$ cat config.mk
export PLATFORM = sky130hd
export DESIGN_NAME = keypad_scanner_flat
export DESIGN_NICKNAME = d
export VERILOG_FILES = /design/src/rtl/keypad_pkg.sv /design/src/rtl/keypad_scanner_if.sv /design/src/rtl/keypad_debounce.sv /design/src/rtl/keypad_scanner.sv /design/src/flat_wrapper.sv
export SDC_FILE = /design/constraint.sdc
export NUM_CORES = 1
export LEC_CHECK = 0
export BUFFER_PORTS_ARGS = -buffer_cell sky130_fd_sc_hd__buf_2
export CAP_MARGIN = 0
export CORE_MARGIN = 2
export CORE_UTILIZATION = 53
export CTS_BUF_LIST = sky130_fd_sc_hd__clkbuf_16
export DETAILED_ROUTE_END_ITERATION = 12
export PLACE_DENSITY = 0.82
export REMOVE_ABC_BUFFERS = 1
export SLEW_MARGIN = 5
export SYNTH_ARGS = -nofsm -noshare
export SYNTH_HDL_FRONTEND = slang
export SYNTH_SLANG_ARGS = --single-unit
export TNS_END_PERCENT = 5
$ cat constraint.sdc
create_clock -name mclk -period 2.3 [get_ports mclk]
set_input_delay 0.345 -clock mclk [delete_from_list [all_inputs] [get_ports mclk]]
set_output_delay 0.345 -clock mclk [all_outputs]
set_load 0.02 [all_outputs]
$ cat src/rtl/keypad_pkg.sv
// Shared constants, code type and key-code mapping for the 4x4 keypad scanner.
package keypad_pkg;
  localparam int NUM_COLS = 4;
  localparam int NUM_ROWS = 4;
  localparam int CODE_W   = 6;

  typedef logic [CODE_W-1:0] code_t;

  localparam code_t KEY_NONE  = 6'd0;
  localparam code_t KEY_RESET = 6'd1;
  localparam code_t KEY_CLOCK = 6'd2;
  localparam code_t KEY_ENTER = 6'd3;
  localparam code_t KEY_SHIFT = 6'd4;
  localparam code_t KEY_AD    = 6'd8;
  localparam code_t KEY_ID    = 6'd12;

  // Column-major numbering: col*4 + row + 1, so 0 stays free for "no key".
  function automatic code_t code_of(input logic [1:0] col, input logic [1:0] row);
    return {2'b00, col, row} + code_t'(1);
  endfunction
endpackage

$ cat src/rtl/keypad_scanner_if.sv
// Keypad pin and key-code bundle; master is the scanner, slave is the keypad/consumer side.
interface keypad_scanner_if;
  import keypad_pkg::*;

  logic [NUM_ROWS-1:0] row_in;
  logic [NUM_COLS-1:0] col_drive;
  code_t               key_code;
  logic                key_press;

  modport master (input row_in, output col_drive, key_code, key_press);
  modport slave  (output row_in, input col_drive, key_code, key_press);
endinterface

$ cat src/rtl/keypad_debounce.sv
// Frame-level debounce: a candidate must repeat for DEBOUNCE_SCANS frames before it is published.
module keypad_debounce import keypad_pkg::*; #(
  parameter int DEBOUNCE_SCANS = 4
) (
  input  logic  mclk,
  input  logic  rst_n,
  input  logic  frame_done,
  input  code_t frame_cand,
  output code_t key_code,
  output logic  key_press
);
  localparam int              SW         = $clog2(DEBOUNCE_SCANS + 1);
  localparam logic [SW-1:0]   STABLE_MAX = SW'(DEBOUNCE_SCANS);

  code_t         prev_cand;
  logic [SW-1:0] stable_cnt, stable_nx;

  always_comb begin
    stable_nx = SW'(1);
    if (frame_cand == prev_cand)
      stable_nx = (stable_cnt == STABLE_MAX) ? STABLE_MAX : stable_cnt + SW'(1);
  end

  always_ff @(posedge mclk or negedge rst_n) begin
    if (!rst_n) begin
      prev_cand  <= KEY_NONE;
      stable_cnt <= '0;
      key_code   <= KEY_NONE;
      key_press  <= 1'b0;
    end else begin
      key_press <= 1'b0;
      if (frame_done) begin
        prev_cand  <= frame_cand;
        stable_cnt <= stable_nx;
        // Saturation keeps a held key from re-publishing; the code compare blocks repeats.
        if (stable_nx == STABLE_MAX && frame_cand != key_code) begin
          key_code  <= frame_cand;
          key_press <= (frame_cand != KEY_NONE);
        end
      end
    end
  end
endmodule

$ cat src/rtl/keypad_scanner.sv
// 4x4 keypad column scanner: row sync, dwell/column sequencing, per-frame candidate capture.
module keypad_scanner import keypad_pkg::*; #(
  parameter int SCAN_DIV       = 1000,
  parameter int DEBOUNCE_SCANS = 4
) (
  input  logic               mclk,
  input  logic               rst_n,
  keypad_scanner_if.master   kp
);
  localparam int            DW         = $clog2(SCAN_DIV);
  localparam logic [DW-1:0] DWELL_LAST = DW'(SCAN_DIV - 1);

  logic [NUM_ROWS-1:0] row_s1, row_s2;
  logic [DW-1:0]       dwell_cnt;
  logic [1:0]          col_idx;
  code_t               cand, cand_nx, hit_code;
  logic                hit, sample, frame_done;
  code_t               key_code;
  logic                key_press;

  // Sampling at the last dwell cycle gives the column drive time to settle through the sync.
  assign sample     = (dwell_cnt == DWELL_LAST);
  assign frame_done = sample && (col_idx == 2'd3);

  always_comb begin
    hit      = 1'b0;
    hit_code = KEY_NONE;
    for (int r = NUM_ROWS - 1; r >= 0; r--)
      if (!row_s2[r]) begin
        hit      = 1'b1;
        hit_code = code_of(col_idx, 2'(r));
      end
    cand_nx = (cand == KEY_NONE && hit) ? hit_code : cand;
  end

  always_ff @(posedge mclk or negedge rst_n) begin
    if (!rst_n) begin
      row_s1    <= '1;
      row_s2    <= '1;
      dwell_cnt <= '0;
      col_idx   <= '0;
      cand      <= KEY_NONE;
    end else begin
      row_s1 <= kp.row_in;
      row_s2 <= row_s1;
      if (sample) begin
        dwell_cnt <= '0;
        col_idx   <= col_idx + 2'd1;
        cand      <= frame_done ? KEY_NONE : cand_nx;
      end else begin
        dwell_cnt <= dwell_cnt + DW'(1);
      end
    end
  end

  assign kp.col_drive = ~(NUM_COLS'(1) << col_idx);

  keypad_debounce #(.DEBOUNCE_SCANS(DEBOUNCE_SCANS)) u_deb (
    .mclk       (mclk),
    .rst_n      (rst_n),
    .frame_done (frame_done),
    .frame_cand (cand_nx),
    .key_code   (key_code),
    .key_press  (key_press)
  );

  assign kp.key_code  = key_code;
  assign kp.key_press = key_press;
endmodule

$ cat src/flat_wrapper.sv
// flat-port wrapper written by rule: the top's interface ports become plain ports
module keypad_scanner_flat import keypad_pkg::*;
#(
  parameter int SCAN_DIV       = 1000,
  parameter int DEBOUNCE_SCANS = 4
)
  (mclk, rst_n, kp_row_in, kp_col_drive, kp_key_code, kp_key_press);
  keypad_scanner_if kp_i ();
  input  logic mclk;
  input  logic rst_n;
  input wire logic [$bits(kp_i.row_in)-1:0] kp_row_in;
  output wire logic [$bits(kp_i.col_drive)-1:0] kp_col_drive;
  output wire logic [$bits(kp_i.key_code)-1:0] kp_key_code;
  output wire logic [$bits(kp_i.key_press)-1:0] kp_key_press;
  assign kp_i.row_in = kp_row_in;
  assign kp_col_drive = kp_i.col_drive;
  assign kp_key_code = kp_i.key_code;
  assign kp_key_press = kp_i.key_press;
  keypad_scanner #(.SCAN_DIV(SCAN_DIV), .DEBOUNCE_SCANS(DEBOUNCE_SCANS)) u_core (.mclk(mclk), .rst_n(rst_n), .kp(kp_i));
endmodule
==> out/results.txt, run 1 <==
Status = complete, but fails checks
Failing checks = setup timing
Row Count = 23
CP endpoint kind = register
Clk_skew = 0.00289 ns
Post-synthesis register bit count = 42
Final Hold Vio Count = 0
Remaining antenna violation count = 0
Placed cell count = 301
GRT Resource Usage Total = 0.244
Core footprint = 0.00403 sq mm
P_leak = 0.00133 uW
Clock Sinks = 42
Die area = 0.00472 sq mm
Dpl cell area = 0.00255 sq mm
Worst setup margin = -0.194 ns
Synth unique cells = 54
Hold depth = 1
WL/cell = 16.7 microns
Reg2Reg Depth = 9
Initial DRC Count = 141
Largest net degree at the start of global routing = 43
Critical path class = register to register
Ys flop type = dfrtp_1
Slew @ Worst Pin = 0.901 ns
Final Cycle Share = 1.08
First drt pass iteration count = 5
Share of layout cells above drive strength 1 = 0.364
RSZ-0062 raised after global routing = yes
Initial antenna violation count = 0
YS warnings = 0
Clock root buffer = clkbuf_16
Synthesized area per cell = 10.6 sq um
Total Wirelength = 5240 microns
Layout area overhead = 28.2%
Ports = 17
Total number of vias = 1834
First-pass GRT wire length = 8200 microns
DP HPWL = 3590 microns
CTS tree = built
Clock transition at path regs = 0.06 ns
Place WS = -0.140 ns
CTS buffer count = 5
Post-route cell area = 0.00285 sq mm
Max-Cap Viols = 0
Die Ht = 68.7 microns
Power per Cell Area = 528 mW/mm^2
Remaining DRCs = 0
Worst hold path type = primary input to register
Final setup violation count = 7
Drt via density = 5.84
Minimum clock period = 2.49 ns
Vias in the first global route = 1775
Fmax = 0.401 GHz
EDFF count, synth = 0
# port buffers = 16
Fillcell total = 293
Synth Cell Area = 0.00222 sq mm
Final slew viol count = 0
GP Congestion = 0.903
Max Root-Sink Buffers = 2
Crit path DAT = 2.66 ns
Non-Filler Instances = 314
Maximum fanout along the worst path = 3
Sequential share of the synthesized area = 0.478
Nets = 276
Starting density of the core = 0.551
Fraction of registers with async set/reset = 1.00
Crit path launch type = register
H-tree depth = 2
Grt total ovfl = 0
Critical Path RT = 2.47 ns
VDD IR-drop max = 0.567 mV
Diodes inserted = 0
Slew HR = 0.399
Post-Synthesis Cells = 210
Post-Route Utilization = 0.707
Die extent in x = 68.7 microns
Setup TNS = -0.950 ns
Worst-skew pair later-pin latency = 0.29 ns
power by group:
part | switching, uW | internal [uW] | leakage, uW
sequential | 4.35 | 752 | 0.000545
combinational | 40.4 | 25.6 | 0.000721
clock | 282 | 397 | 0.0000672
total | 327 | 1180 | 0.00133
layout make-up:
cell class / count / area, sq um / area share
multi-input cells: 148 / 1180 / 0.415
flip-flops and latches: 42 / 1060 / 0.373
repair buffers: 49 / 335 / 0.118
clock buffers: 5 / 125 / 0.0440
inverters: 17 / 63.8 / 0.0224
well taps: 50 / 62.6 / 0.0220
clock inverters: 3 / 18.8 / 0.00659
layout by cell type, fill, tap and decap left out, types with 4 or more instances in the layout:
cell,n
a21oi_1,8
buf_2,16
buf_4,31
clkbuf_16,5
dfrtp_1,34
dfstp_2,8
ha_1,5
inv_1,16
mux2i_1,5
nand2_1,21
nand3_1,7
nor2_1,18
nor2b_1,5
nor3_1,4
o21ai_0,6
xnor2_1,5
xor2_1,6
registers in the layout (all words and copies together), names as in the netlist:
name and flops:
u_core.col_idx 2, u_core.u_deb.key_press 1, u_core.row_s1 4, u_core.cand 6
u_core.row_s2 4, u_core.u_deb.prev_cand 6, u_core.u_deb.key_code 6, u_core.u_deb.stable_cnt 3
u_core.dwell_cnt 10
per-layer routing:
layer | wire length (microns) | vias to the layer above | GRT usage | share of wire
li1 | - | 843 | - | -
met1 | 2200 | 889 | 0.285 | 0.42
met2 | 2530 | 81 | 0.406 | 0.48
met3 | 328 | 21 | 0.0666 | 0.063
met4 | 178 | 0 | 0.135 | 0.034
met5 | 0 | - | 0 | 0
cells by family (layout without fill, tap and decap cells):
kind of cell / Yosys count / in the layout / share of synthesized area
compound gates: 38 / 38 / 0.140
mux: 10 / 10 / 0.0490
fa+ha+maj: 7 / 7 / 0.0394
xor+xnor: 12 / 12 / 0.0473
buf+inv: 20 / 74 / 0.0372
flops: 42 / 42 / 0.478
simple gates: 81 / 81 / 0.210
worst max-delay path, stage by stage (launching register included):
cell	delay (ns)
dfrtp_1	0.40
inv_2	0.10
ha_4	0.21
nor2b_4	0.13
mux2i_2	0.20
nor3_2	0.09
or3_4	0.39
a2111oi_4	0.38
nand4_4	0.16
mux2_4	0.33
timing repair:
| action | in CTS | in global routing |
|---|---|---|
| buffers inserted | 3 | 2 |
| resized for setup | 4 | 20 |
| setup endpoints to repair | 7 | 10 |
| hold buffers | 0 | 0 |
| pin swaps | 4 | 6 |
through the flow:
| step | hold slack [ns] | total power (uW) |
|---|---|---|
| 6_report | 0.155 | 1500 |
| 5_1_grt | 0.150 | 1540 |
| 4_1_cts | 0.151 | 1510 |
| 3_5_place_dp | 0.347 | 832 |
| 3_3_place_gp | 0.346 | 829 |
| 2_1_floorplan | 0.0494 | 797 |
cells in the mapped netlist (3+ instances only):
master | count | area, sq um
nor2b_1 | 6 | 37.5
nor3_1 | 6 | 30.0
dfrtp_1 | 34 | 851
a21oi_1 | 8 | 40.0
o211ai_1 | 3 | 22.5
mux2i_1 | 6 | 60.1
nand2_1 | 22 | 82.6
o21ai_0 | 7 | 35.0
nor2_1 | 18 | 67.6
inv_1 | 17 | 63.8
xor2_1 | 6 | 52.6
and3_1 | 3 | 18.8
ha_1 | 7 | 87.6
nand3_1 | 7 | 35.0
dfstp_2 | 8 | 210
xnor2_1 | 6 | 52.6
final timing paths:
kind / endpoint / slack, ns / start
setup / recovery: u_core.u_deb.key_code[5] / -0.19 / u_core.col_idx[1]
hold / removal: u_core.row_s1[1] / 0.16 / kp_row_in[1]
setup reg to reg: u_core.u_deb.key_code[5] / -0.19 / u_core.col_idx[1]
hold reg to reg: u_core.row_s2[2] / 0.36 / u_core.row_s1[2]
max in group asynchronous: u_core.dwell_cnt[7] / 1.55 / rst_n
min in group asynchronous: u_core.u_deb.prev_cand[4] / 0.18 / rst_n
No activity file was read; power rests on OpenSTA's default activity.
==> run 2, diff against run 1 <==
ABC_AREA = 1   (was not set)
==> run 2 against run 1 <==
Clock skew is 0.00056 ns lower; global-route usage is 3.3 points lower; combinational power is 8.6% lower; utilization is 7.3 points lower; design area is 10% lower; sequential share of layout area is 4.3 points higher; the flow now finishes without violations; synthesized cell count is 25% higher; area after synthesis is 0.28% higher; highest routed layer unchanged; die area is 0.28% higher; cell count is 9.2% higher.
==> out/results.txt, run 2 <==
Most common library cells after synthesis = nand2_1, inv_1, dfrtp_1 (was dfrtp_1, nand2_1, nor2_1)
Int Pwr = 1160 uW (was 1180 uW)
Initial antenna violation count = 0 (unchanged)
Leading area contributor after synthesis = dfrtp_1 (unchanged)
Ports = 17 (unchanged)
First drt pass iteration count = 8 (was 5)
Top reg by flops = u_core.dwell_cnt (unchanged)
Max reg flops = 10 (unchanged)
Xor and xnor area share after synthesis = 0.0236 (was 0.0473)
Critical path class = register to register (unchanged)
Die Ht = 68.8 microns (was 68.7 microns)
Remaining DRCs = 0 (unchanged)
Starting density of the core = 0.553 (was 0.551)
P_leak = 0.00133 uW (about the same)
Share of layout cells above drive strength 1 = 0.229 (was 0.364)
Largest family of logic cells by synthesized area = simple AND/OR/NAND/NOR gates (unchanged)
Simple-gate portion of the synthesized area = 0.304 (was 0.210)
Worst-skew pair later-pin latency = 0.28 ns (was 0.29 ns)
CP max-delay cell = dfrtp_1 (unchanged)
Total power = 1470 uW (was 1500 uW)
CTS buffer count = 5 (unchanged)
Crit path DAT = 2.40 ns (was 2.66 ns)
Final slew viol count = 0 (unchanged)
Clock transition at path regs = 0.06 ns (about the same)
Synth unique cells = 29 (was 54)
Ys flop type = dfrtp_1 (unchanged)
CTS tree = built (unchanged)
GRT Resource Usage Total = 0.211 (was 0.244)
Nets = 305 (was 276)
Grt total ovfl = 0 (unchanged)
CP endpoint kind = register (unchanged)
Net Switching = 309 uW (was 327 uW)
Setup TNS = 0 ns (was -0.950 ns)
Buffers plus inverters on the worst setup path = 2 (was 1)
Clock Power Share = 0.444 (was 0.452)
Non-Filler Instances = 343 (was 314)
DP HPWL = 3270 microns (was 3590 microns)
Commonest cells after routing, fill and taps aside = nand2_1, inv_1, dfrtp_1 (was dfrtp_1, buf_4, nand2_1)
Synthesized area per cell = 8.47 sq um (was 10.6 sq um)
Post-route cell area = 0.00255 sq mm (was 0.00285 sq mm)
Adder-Cell Fraction of Synth Area = 0.0393 (was 0.0394)
Placed cell count = 331 (was 301)
Die extent in x = 68.8 microns (was 68.7 microns)
Sequential share of power = 0.514 (was 0.504)
Clock Sinks = 42 (unchanged)
First-pass GRT wire length = 7180 microns (was 8200 microns)
Top-area cell type share of the netlist area = 0.382 (was 0.383)
Worst-path cell chain = buf_4 -> ha_1 -> nand2_1 -> nor2_1 -> nand2_1 -> nand2_2 -> a21oi_1 -> nand2_2 -> nor2_4 -> nand2_2 -> nor2_4 -> buf_4 -> nand3_1 -> nand2_1 (was inv_2 -> ha_4 -> nor2b_4 -> mux2i_2 -> nor3_2 -> or3_4 -> a2111oi_4 -> nand4_4 -> mux2_4)
Clock root buffer = clkbuf_16 (unchanged)
Crit path launch type = register (unchanged)
Most common cell in the synthesized netlist = nand2_1 (was dfrtp_1)
Sequential share of the synthesized area = 0.476 (was 0.478)
Worst hold path type = primary input to register (unchanged)
Slew @ Worst Pin = 0.915 ns (was 0.901 ns)
Critical Path RT = 2.51 ns (was 2.47 ns)
Largest net degree at the start of global routing = 43 (unchanged)
Fmax = 0.457 GHz (was 0.401 GHz)
Fraction of registers with async set/reset = 1.00 (unchanged)
Top cells by area, synth = dfrtp_1, nand2_1, dfstp_2 (was dfrtp_1, dfstp_2, ha_1)
Final Hold Vio Count = 0 (unchanged)
Row Count = 23 (unchanged)
Minimum clock period = 2.19 ns (was 2.49 ns)
Remaining antenna violation count = 0 (unchanged)
Total Wirelength = 4470 microns (was 5240 microns)
WL/cell = 13.0 microns (was 16.7 microns)
Layout area overhead = 14.6% (was 28.2%)
Core footprint = 0.00403 sq mm (unchanged)
Worst stage delay on the critical path = 0.40 ns (about the same)
Diodes inserted = 0 (unchanged)
Total number of vias = 1766 (was 1834)
Drt via density = 5.15 (was 5.84)
Fillcell total = 341 (was 293)
Power per Cell Area = 576 mW/mm^2 (was 528 mW/mm^2)
Post-Synthesis Cells = 263 (was 210)
Commonest non-fill, non-tap cell in the layout = nand2_1 (was dfrtp_1)
Status = complete, no violations (was complete, but fails checks)
VDD IR-drop max = 0.329 mV (was 0.567 mV)
Synth Area in Compound Gates = 0.0719 (was 0.140)
# port buffers = 16 (unchanged)
Vias in the first global route = 1615 (was 1775)
EDFF count, synth = 0 (unchanged)
Post-synthesis mux area share = 0 (was 0.0490)
Logic pwr share = 0.041 (was 0.044)
CTS Hold Bufs = 0 (unchanged)
Clk_skew = 0.00234 ns (was 0.00289 ns)
Initial DRC Count = 96 (was 141)
Post-synthesis register bit count = 42 (unchanged)
Max-Cap Viols = 0 (unchanged)
YS warnings = 0 (unchanged)
Dpl cell area = 0.00238 sq mm (was 0.00255 sq mm)
Maximum fanout along the worst path = 6 (was 3)
GP Congestion = 0.902 (was 0.903)
Final Cycle Share = 0.952 (was 1.08)
H-tree depth = 2 (unchanged)
Final setup violation count = 0 (was 7)
Slew HR = 0.390 (was 0.399)
Net Sw Frac = 0.210 (was 0.218)
Synth Cell Area = 0.00223 sq mm (was 0.00222 sq mm)
Cell family with most CP delay = simple AND/OR/NAND/NOR gates (unchanged)
Die area = 0.00474 sq mm (was 0.00472 sq mm)
Max Root-Sink Buffers = 2 (unchanged)
[run 2: changes by cell type after synthesis, moves of 4 or more]
cell	change
nor2b_1	-6
nor2_2	+4
inv_1	+28
nand3_2	+5
mux2i_1	-6
nand2_1	+38
nand3_1	+10
nand2_2	+8
xnor2_1	-5
o21ai_0	+8
nor2_4	+6
[run 2: power groups by stage]
stage	sequential (uW)	clock, uW	combinational, uW
floorplan	768	0	34.5
global placement	768	0	59.4
detailed placement	769	0	60.9
CTS	756	668	61.4
global route	757	703	68.2
finish	756	653	60.3
[run 2: kinds of logic (layout without fill, tap and decap cells)]
family,Yosys count,in the layout
flip-flops,42,42
adder cells (fa/ha/maj),7,7
AND/OR/NAND/NOR,130,130
AO/OA/AOI/OAI,30,30
buffers and inverters,48,78
XOR/XNOR,6,6
[run 2: stage by stage]
stage	setup slack (ns)	hold WS, ns	utilization
after floorplan	0.276	0.0494	-
after detailed placement	0.174	0.347	0.592
after global routing	-0.0108	0.146	0.634
after global placement	0.278	0.346	0.592
after CTS	0.142	0.155	0.626
final	0.111	0.162	0.634
[run 2: worst register-to-register path, delay by kind of cell, from the launching register on]
kind	cells	cell delay, ns
AOI/OAI and AO/OA	1	0.17
adders and majority gates	1	0.25
buffers and inverters	2	0.31
DFF	1	0.40
and+or+nand+nor	10	1.00
[run 2: path summary, 6_finish.rpt]
| check | cells after the start | slack [ns] | startpoint | end |
|---|---|---|---|---|
| max | 14 | 0.11 | u_core.col_idx[0] | u_core.u_deb.key_code[1] |
| min | 1 | 0.16 | kp_row_in[2] | u_core.row_s1[2] |
| max reg2reg | 14 | 0.11 | u_core.col_idx[0] | u_core.u_deb.key_code[1] |
| min reg2reg | 0 | 0.35 | u_core.row_s1[0] | u_core.row_s2[0] |
| max in group asynchronous | 1 | 1.53 | rst_n | u_core.cand[4] |
| min in group asynchronous | 1 | 0.20 | rst_n | u_core.u_deb.prev_cand[4] |
[run 2: area by class of cell]
type,count,area [sq um],area share
sequential,42,1060,0.416
multi-input combinational,173,978,0.383
inverter,46,173,0.0676
timing repair buffer,24,140,0.0549
clock buffer,5,125,0.0490
tap,50,62.6,0.0245
clock inverter,3,12.5,0.00490
[run 2: metal layers]
layer | GRT usage | routed length [microns]
met1 | 0.262 | 1970
met2 | 0.364 | 2260
met3 | 0.0536 | 186
met4 | 0.0588 | 56
met5 | 0 | 0
[run 2: what timing repair did]
action,4_1_cts,5_1_grt
resized for setup,0,0
endpoints found under the setup margin,0,7
hold endpoints to repair,0,0
buffers inserted,0,4
